===== config.mk =====
export PLATFORM = sky130hd
export DESIGN_NAME = vga_scanout_flat
export DESIGN_NICKNAME = d
export VERILOG_FILES = /design/src/rtl/vga_scanout_if.sv /design/src/rtl/vga_scanout.sv /design/src/flat_wrapper.sv
export SDC_FILE = /design/constraint.sdc
export NUM_CORES = 1
export LEC_CHECK = 0
export BUFFER_PORTS_ARGS = -buffer_cell sky130_fd_sc_hd__buf_2
export CAP_MARGIN = 20
export CORE_MARGIN = 5
export CORE_UTILIZATION = 25
export CTS_CLUSTER_SIZE = 20
export DETAILED_ROUTE_END_ITERATION = 7
export GPL_ROUTABILITY_DRIVEN = 1
export GPL_TIMING_DRIVEN = 0
export PLACE_DENSITY = 0.5
export SLEW_MARGIN = 0
export SYNTH_ARGS = -nofsm -noshare
export SYNTH_HDL_FRONTEND = slang
export SYNTH_SLANG_ARGS = --single-unit

===== constraint.sdc =====
create_clock -name clk -period 2.3 [get_ports clk]
set_input_delay 0 -clock clk [delete_from_list [all_inputs] [get_ports clk]]
set_output_delay 0 -clock clk [all_outputs]
set_load 0.005 [all_outputs]

===== src/rtl/vga_scanout_if.sv =====
// ---------------------------------------------------------------------------
// vga_scanout_if
//
// Bundle between the display timing stage and its neighbours.
//
//   Raster side (to / from the sprite cluster):
//     x, y         current raster coordinates, driven by the scanout stage
//     pixel        cluster colour for (x, y), driven by the cluster
//
//   VGA pin side (all registered in the scanout stage):
//     vga_r/g/b    colour channels, COLOR_WIDTH/3 bits each
//     vga_hs/vs    horizontal / vertical sync
//     de           data enable, 1 inside the active area
//     vblank       1 while the current line is below the active area
//     frame_start  one-clk pulse when the raster wraps to (0,0)
//
// Handshake: there is no valid/ready pair. The raster coordinates are held
// stable for a whole pixel period, and the cluster must present a settled
// `pixel` by the last clk of that period. The scanout stage samples it
// unconditionally on that clk.
//
// Modports:
//   master - the scanout stage (drives coordinates and pins, reads pixel)
//   slave  - the cluster / observers (reads coordinates and pins, drives pixel)
// ---------------------------------------------------------------------------
interface vga_scanout_if #(
  parameter int INT_WIDTH   = 16,
  parameter int COLOR_WIDTH = 12
);

  localparam int CH_W = COLOR_WIDTH / 3;

  logic [INT_WIDTH-1:0]   x;
  logic [INT_WIDTH-1:0]   y;
  logic [COLOR_WIDTH-1:0] pixel;
  logic [CH_W-1:0]        vga_r;
  logic [CH_W-1:0]        vga_g;
  logic [CH_W-1:0]        vga_b;
  logic                   vga_hs;
  logic                   vga_vs;
  logic                   de;
  logic                   vblank;
  logic                   frame_start;

  modport master (
    output x,
    output y,
    input  pixel,
    output vga_r,
    output vga_g,
    output vga_b,
    output vga_hs,
    output vga_vs,
    output de,
    output vblank,
    output frame_start
  );

  modport slave (
    input  x,
    input  y,
    output pixel,
    input  vga_r,
    input  vga_g,
    input  vga_b,
    input  vga_hs,
    input  vga_vs,
    input  de,
    input  vblank,
    input  frame_start
  );

endinterface


===== src/rtl/vga_scanout.sv =====
// ---------------------------------------------------------------------------
// vga_scanout
//
// Display timing and scan-out stage. Runs the horizontal / vertical raster
// counters, presents them as x/y to the sprite cluster, and on the last clk
// of every pixel period captures the cluster colour together with sync,
// data-enable and blanking into output flops. Also exports vblank and a
// frame_start pulse so that writers into the cluster can confine their
// updates to blanking.
//
// Ports:
//   clk   in   system clock, the only clock
//   rst   in   synchronous, active-low reset
//   bus   master modport of vga_scanout_if:
//           x, y          out  raster counters (zero-extended, flop outputs)
//           pixel         in   cluster colour for the current (x, y)
//           vga_r/g/b     out  registered colour, R = MSB third of pixel
//           vga_hs/vs     out  registered sync, asserted level = SYNC_POL
//           de            out  registered data enable
//           vblank        out  registered, 1 while vcnt >= V_ACTIVE
//           frame_start   out  one-clk pulse as the raster wraps to (0,0)
//
// Every VGA output lags x/y by exactly one pixel period: the values for
// coordinate n appear on the clk after the tick that ends period n.
// ---------------------------------------------------------------------------
module vga_scanout #(
  parameter int INT_WIDTH   = 16,
  parameter int COLOR_WIDTH = 12,
  parameter int PIX_DIV     = 2,
  parameter int H_ACTIVE    = 640,
  parameter int H_FRONT     = 16,
  parameter int H_SYNC      = 96,
  parameter int H_BACK      = 48,
  parameter int V_ACTIVE    = 480,
  parameter int V_FRONT     = 10,
  parameter int V_SYNC      = 2,
  parameter int V_BACK      = 33,
  parameter bit SYNC_POL    = 1'b0
) (
  input  logic           clk,
  input  logic           rst,
  vga_scanout_if.master  bus
);

  // -------------------------------------------------------------------------
  // Derived timing constants
  // -------------------------------------------------------------------------
  localparam int H_TOTAL = H_ACTIVE + H_FRONT + H_SYNC + H_BACK;
  localparam int V_TOTAL = V_ACTIVE + V_FRONT + V_SYNC + V_BACK;
  localparam int CH_W    = COLOR_WIDTH / 3;

  // A one-bit divider is kept even when PIX_DIV is 1; it then sits at 0 and
  // the tick compare is constantly true.
  localparam int DIV_W = (PIX_DIV > 1) ? $clog2(PIX_DIV) : 1;

  localparam logic [DIV_W-1:0]     DIV_LAST = DIV_W'(PIX_DIV - 1);
  localparam logic [INT_WIDTH-1:0] H_LAST   = INT_WIDTH'(H_TOTAL - 1);
  localparam logic [INT_WIDTH-1:0] V_LAST   = INT_WIDTH'(V_TOTAL - 1);
  localparam logic [INT_WIDTH-1:0] H_ACT    = INT_WIDTH'(H_ACTIVE);
  localparam logic [INT_WIDTH-1:0] V_ACT    = INT_WIDTH'(V_ACTIVE);
  localparam logic [INT_WIDTH-1:0] HS_START = INT_WIDTH'(H_ACTIVE + H_FRONT);
  localparam logic [INT_WIDTH-1:0] HS_END   = INT_WIDTH'(H_ACTIVE + H_FRONT + H_SYNC);
  localparam logic [INT_WIDTH-1:0] VS_START = INT_WIDTH'(V_ACTIVE + V_FRONT);
  localparam logic [INT_WIDTH-1:0] VS_END   = INT_WIDTH'(V_ACTIVE + V_FRONT + V_SYNC);

  localparam logic SYNC_ON  = SYNC_POL;
  localparam logic SYNC_OFF = ~SYNC_POL;

  // -------------------------------------------------------------------------
  // Pixel-period divider
  // -------------------------------------------------------------------------
  logic [DIV_W-1:0] div_q;
  logic             tick;

  assign tick = (div_q == DIV_LAST);

  always_ff @(posedge clk) begin
    if (!rst) begin
      div_q <= '0;
    end else if (tick) begin
      div_q <= '0;
    end else begin
      div_q <= div_q + DIV_W'(1);
    end
  end

  // -------------------------------------------------------------------------
  // Raster counters
  // -------------------------------------------------------------------------
  logic [INT_WIDTH-1:0] hcnt_q;
  logic [INT_WIDTH-1:0] vcnt_q;
  logic                 h_last;
  logic                 v_last;

  assign h_last = (hcnt_q == H_LAST);
  assign v_last = (vcnt_q == V_LAST);

  always_ff @(posedge clk) begin
    if (!rst) begin
      hcnt_q <= '0;
      vcnt_q <= '0;
    end else if (tick) begin
      if (h_last) begin
        hcnt_q <= '0;
        vcnt_q <= v_last ? '0 : vcnt_q + INT_WIDTH'(1);
      end else begin
        hcnt_q <= hcnt_q + INT_WIDTH'(1);
      end
    end
  end

  // -------------------------------------------------------------------------
  // Decode of the current (pre-advance) raster position. These are what
  // the output flops capture on tick.
  // -------------------------------------------------------------------------
  logic            active;
  logic            hs_on;
  logic            vs_on;
  logic            in_vblank;
  logic            wrap;
  logic [CH_W-1:0] r_next;
  logic [CH_W-1:0] g_next;
  logic [CH_W-1:0] b_next;

  always_comb begin
    active    = (hcnt_q < H_ACT) && (vcnt_q < V_ACT);
    hs_on     = (hcnt_q >= HS_START) && (hcnt_q < HS_END);
    vs_on     = (vcnt_q >= VS_START) && (vcnt_q < VS_END);
    in_vblank = (vcnt_q >= V_ACT);
    // Last pixel of the last line, on its final clk: the raster is about
    // to return to (0,0).
    wrap      = tick && h_last && v_last;

    // Colour is forced to black outside the active area; the cluster's
    // output is meaningless there.
    r_next = '0;
    g_next = '0;
    b_next = '0;
    if (active) begin
      r_next = bus.pixel[3*CH_W-1 -: CH_W];
      g_next = bus.pixel[2*CH_W-1 -: CH_W];
      b_next = bus.pixel[CH_W-1   -: CH_W];
    end
  end

  // -------------------------------------------------------------------------
  // Output registers. All VGA pins update together, only on tick, so they
  // change exactly once per pixel period.
  // -------------------------------------------------------------------------
  logic [CH_W-1:0] r_q;
  logic [CH_W-1:0] g_q;
  logic [CH_W-1:0] b_q;
  logic            hs_q;
  logic            vs_q;
  logic            de_q;
  logic            vblank_q;
  logic            frame_start_q;

  always_ff @(posedge clk) begin
    if (!rst) begin
      r_q      <= '0;
      g_q      <= '0;
      b_q      <= '0;
      hs_q     <= SYNC_OFF;
      vs_q     <= SYNC_OFF;
      de_q     <= 1'b0;
      vblank_q <= 1'b0;
    end else if (tick) begin
      r_q      <= r_next;
      g_q      <= g_next;
      b_q      <= b_next;
      hs_q     <= hs_on ? SYNC_ON : SYNC_OFF;
      vs_q     <= vs_on ? SYNC_ON : SYNC_OFF;
      de_q     <= active;
      vblank_q <= in_vblank;
    end
  end

  // frame_start is rewritten every clk so it is high for exactly the one
  // clk in which x/y read (0,0) after a natural wrap. A reset restart never
  // passes through `wrap`, so it emits no pulse.
  always_ff @(posedge clk) begin
    if (!rst) begin
      frame_start_q <= 1'b0;
    end else begin
      frame_start_q <= wrap;
    end
  end

  // -------------------------------------------------------------------------
  // Port drive: every output is a flop.
  // -------------------------------------------------------------------------
  assign bus.x           = hcnt_q;
  assign bus.y           = vcnt_q;
  assign bus.vga_r       = r_q;
  assign bus.vga_g       = g_q;
  assign bus.vga_b       = b_q;
  assign bus.vga_hs      = hs_q;
  assign bus.vga_vs      = vs_q;
  assign bus.de          = de_q;
  assign bus.vblank      = vblank_q;
  assign bus.frame_start = frame_start_q;

endmodule


===== src/flat_wrapper.sv =====
// flat-port wrapper written by rule: the top's interface ports become plain ports
module vga_scanout_flat 
#(
  parameter int INT_WIDTH   = 16,
  parameter int COLOR_WIDTH = 12,
  parameter int PIX_DIV     = 2,
  parameter int H_ACTIVE    = 640,
  parameter int H_FRONT     = 16,
  parameter int H_SYNC      = 96,
  parameter int H_BACK      = 48,
  parameter int V_ACTIVE    = 480,
  parameter int V_FRONT     = 10,
  parameter int V_SYNC      = 2,
  parameter int V_BACK      = 33,
  parameter bit SYNC_POL    = 1'b0
)
  (clk, rst, bus_x, bus_y, bus_pixel, bus_vga_r, bus_vga_g, bus_vga_b, bus_vga_hs, bus_vga_vs, bus_de, bus_vblank, bus_frame_start);
  vga_scanout_if #(.INT_WIDTH(INT_WIDTH), .COLOR_WIDTH(COLOR_WIDTH)) bus_i ();
  input  logic clk;
  input  logic rst;
  output wire logic [$bits(bus_i.x)-1:0] bus_x;
  output wire logic [$bits(bus_i.y)-1:0] bus_y;
  input wire logic [$bits(bus_i.pixel)-1:0] bus_pixel;
  output wire logic [$bits(bus_i.vga_r)-1:0] bus_vga_r;
  output wire logic [$bits(bus_i.vga_g)-1:0] bus_vga_g;
  output wire logic [$bits(bus_i.vga_b)-1:0] bus_vga_b;
  output wire logic [$bits(bus_i.vga_hs)-1:0] bus_vga_hs;
  output wire logic [$bits(bus_i.vga_vs)-1:0] bus_vga_vs;
  output wire logic [$bits(bus_i.de)-1:0] bus_de;
  output wire logic [$bits(bus_i.vblank)-1:0] bus_vblank;
  output wire logic [$bits(bus_i.frame_start)-1:0] bus_frame_start;
  assign bus_x = bus_i.x;
  assign bus_y = bus_i.y;
  assign bus_i.pixel = bus_pixel;
  assign bus_vga_r = bus_i.vga_r;
  assign bus_vga_g = bus_i.vga_g;
  assign bus_vga_b = bus_i.vga_b;
  assign bus_vga_hs = bus_i.vga_hs;
  assign bus_vga_vs = bus_i.vga_vs;
  assign bus_de = bus_i.de;
  assign bus_vblank = bus_i.vblank;
  assign bus_frame_start = bus_i.frame_start;
  vga_scanout #(.INT_WIDTH(INT_WIDTH), .COLOR_WIDTH(COLOR_WIDTH), .PIX_DIV(PIX_DIV), .H_ACTIVE(H_ACTIVE), .H_FRONT(H_FRONT), .H_SYNC(H_SYNC), .H_BACK(H_BACK), .V_ACTIVE(V_ACTIVE), .V_FRONT(V_FRONT), .V_SYNC(V_SYNC), .V_BACK(V_BACK), .SYNC_POL(SYNC_POL)) u_core (.clk(clk), .rst(rst), .bus(bus_i));
endmodule

==> results.cfg <==
[status]
outcome = completed

[finish]
antenna_cells_inserted = 0
post-route-cell-area_um2 = 3040
area_delta_synth_final_pct = 30.3
layout.cells.non_filler = 442
finish.net_count = 349
layout-drive-gt1-share_pct = 28.4
final_util_pct = 33.2
fillers = 964

[critical_path]
worst-setup-path-type = flip-flop to flip-flop
end_kind = flip-flop
cp_top_family = simple AND/OR/NAND/NOR gates
cp_cell_sequence = nor4_4, and4_4, nand2_1, nand2_1, buf_2, nor2_1
critPathLaunchType = flip-flop
critical_path.reg2reg.endpoint = u_core.bus.x[13]$_SDFFE_PN0P_
reg2regPathDepth = 6
cpMostUsedCell = nand2_1
cp.required_ps = 2510
crit_path_max_fanout = 10
cp_data_arrival_time_ps = 2170
crit_buf_inv = 1
rrSetupSlack_ps = 330
crit_path_top_delay_cell = nor4_4
cpPeakStageDelay_ps = 410
r2r_start = u_core.bus.x[10]$_SDFFE_PN0P_

[sta]
slew_viol_final = 0
post-route-period-util_pct = 85.6
finClkSkew_ps = 5.78
relSlewSlack_pct = 66.6
max_freq_mhz = 508
rsz0062_at_grt = no
final.setup.tns_ps = 0
final_setup_violation_count = 0
hold_viol = 0
fin_crit_ps = 1970
tightest_slew_ps = 500

[floorplan]
core_area_um2 = 9150
die_h_um = 107
pin_count = 63
initial_util_pct = 25.5
dieWidth_um = 107
floorplan.die_area_um2 = 11400
row_count = 35

[clock_network]
holdBufCountCts = 12
htree_levels = 2
tritoncts = built
cts_setup_buffers = 0
post_cts_resize_count = 0
tritoncts.num_buffers = 5
ctsLongestPathBuffers = 2
clockRootBuffer = clkbuf_8
clkTransAtPathRegs_ps = 90
insertion_delay_ps = 310
clock_sink_count = 50

[logic_synthesis]
synth_enable_flop_cells = 0
avgSynthCellArea_um2 = 9.37
post-synth-top-count-cell = dfxtp_1
synth_largest_type_area_fraction_pct = 42.9
synth_seq_cells = 50
asyncSetResetFlopFracSynth_pct = 0
netlist_instances = 249
synth_commonest_cells = dfxtp_1 (50), nor2_1 (36), xnor2_1 (19), nand2_1 (17)
postSynthNetCount = 268
synth_seq_area_share_pct = 42.9
synth.top_cells.by_area = dfxtp_1 (43%), xnor2_1 (7.1%), nor2_1 (5.8%), a22o_1 (3.8%), nand4_1 (3.2%)
cell_taking_the_most_area_after_synthesis = dfxtp_1
ys.flop_type = dfxtp_1
synth_cell_types = 46
synth-warning-count = 0
syn_area_um2 = 2330

[detailed_routing]
detailedRoute.firstPassIterationCount = 4
drt_iter0_drc = 94
wl_per_cell_um = 14.2
drt_wl_total_um = 6280
drc_errors = 0
vias_per_cell = 4.74
ant_nets = 0
via_count = 2093

[global_route]
grt_first_pass_wirelength_um = 10600
grt_start_max_net_pins = 17
grt_antenna_before_repair = 0
track_usage_pct = 11.7
gr-total-overflow = 0
grt_pass1_vias = 2050

[place]
gp_congestion = 0.769
place.port_buffers = 62
dpl.hpwl_um = 4680
place_inst = 422
dpl-instance-area_um2 = 2780

[min_path]
hp-class = input port to flip-flop
whs_endpoint = u_core.bus.vga_vs$_SDFFE_PN1P_
hold_path_depth = 3
holdCritStartpoint = rst

[power_and_ir_drop]
power.static_leakage_nw = 1.30
vdd_drop_max_mv = 0.223
pwr_density_cell_nw_per_um2 = 576

[job]
max-cap-violations = 0
cell usage in the layout, fill, tap and decap left out, drive strengths merged, types with 3 or more instances in the layout:
cell and count:
clkbuf 10, nand4 13, and4 4, xor2 8
and3 8, buf 69, dfxtp 50, o21ai 5
nand2 18, nor3 8, xnor2 19, nor4b 3
nor4 9, inv 4, a22o 12, nor2 36
nand3 12, ha 5, and2 3, dlygate4sd3 12
routing by layer:
metal	vias to the layer above	global-route usage, %	routed length [um]
met2	51	19.0	3010
li1	1050	-	-
met3	6	2.53	340
met5	-	0	0
met1	986	15.6	2850
met4	0	3.29	82
metrics by stage:
step | hold WS [ps] | total power, mW | worst slack, ps
5_1_grt | 188 | 1.84 | 145
2_1_floorplan | 125 | 0.968 | 591
3_5_place_dp | 216 | 1.01 | 327
3_3_place_gp | 213 | 1.01 | 347
4_1_cts | 139 | 1.78 | 307
6_report | 123 | 1.75 | 332
cell type report:
type                    count  area [um^2]  share of cell area [%]
multi-input cells         183         1240                    40.9
flip-flops and latches     50         1000                    32.9
repair buffers             74          430                    14.2
well taps                 111          139                    4.57
plain buffers              12         73.8                    2.43
clock buffers               5         68.8                    2.26
clock inverters             3         68.8                    2.26
inverters                   4         15.0                   0.494
how the worst max path moves through the flow:
stage / from / to / depth (start not counted)
after floorplan: u_core.bus.y[15]$_SDFFE_PN0P_ / u_core.bus.y[10]$_SDFFE_PN0P_ / 6
after global placement: u_core.bus.x[7]$_SDFFE_PN0P_ / u_core.bus.x[7]$_SDFFE_PN0P_ / 7
after detailed placement: u_core.bus.x[4]$_SDFFE_PN0P_ / u_core.bus.x[15]$_SDFFE_PN0P_ / 7
after CTS: u_core.bus.x[4]$_SDFFE_PN0P_ / u_core.bus.x[15]$_SDFFE_PN0P_ / 7
after global routing: u_core.bus.x[0]$_SDFFE_PN0P_ / u_core.bus.x[12]$_SDFFE_PN0P_ / 6
final: u_core.bus.x[10]$_SDFFE_PN0P_ / u_core.bus.x[13]$_SDFFE_PN0P_ / 6
worst min-delay path: stages:
cell and delay [ps]:
buf_2 110, clkbuf_1 200, nand2_1 90
kinds of logic (layout without fill, tap and decap cells):
group                    after synthesis  count (layout)  synth area share [%]
AND/OR/NAND/NOR                      124             124                  31.4
flip-flops                            50              50                  42.9
AO/OA/AOI/OAI                         27              27                  9.07
XOR/XNOR                              27              27                  10.1
buffers and inverters                 16              98                  3.81
adder cells (fa/ha/maj)                5               5                  2.68
where the power goes:
part / switching [mW] / internal, mW / total [mW]
registers: 0.0130 / 0.885 / 0.898
logic: 0.0504 / 0.0593 / 0.110
clock network: 0.308 / 0.436 / 0.744
total: 0.372 / 1.38 / 1.75
state kept, by name, summed over array words and instances, names as in the netlist:
signal and flops:
u_core.bus.x 16, u_core.bus.vblank 1, u_core.bus.y 16, u_core.bus.vga_vs 1
u_core.bus.frame_start 1, u_core.bus.vga_hs 1, u_core.bus.vga_b 4, u_core.div_q 1
u_core.bus.vga_r 4, u_core.bus.vga_g 4, u_core.bus.de 1
(Power assumes the default switching activity.)
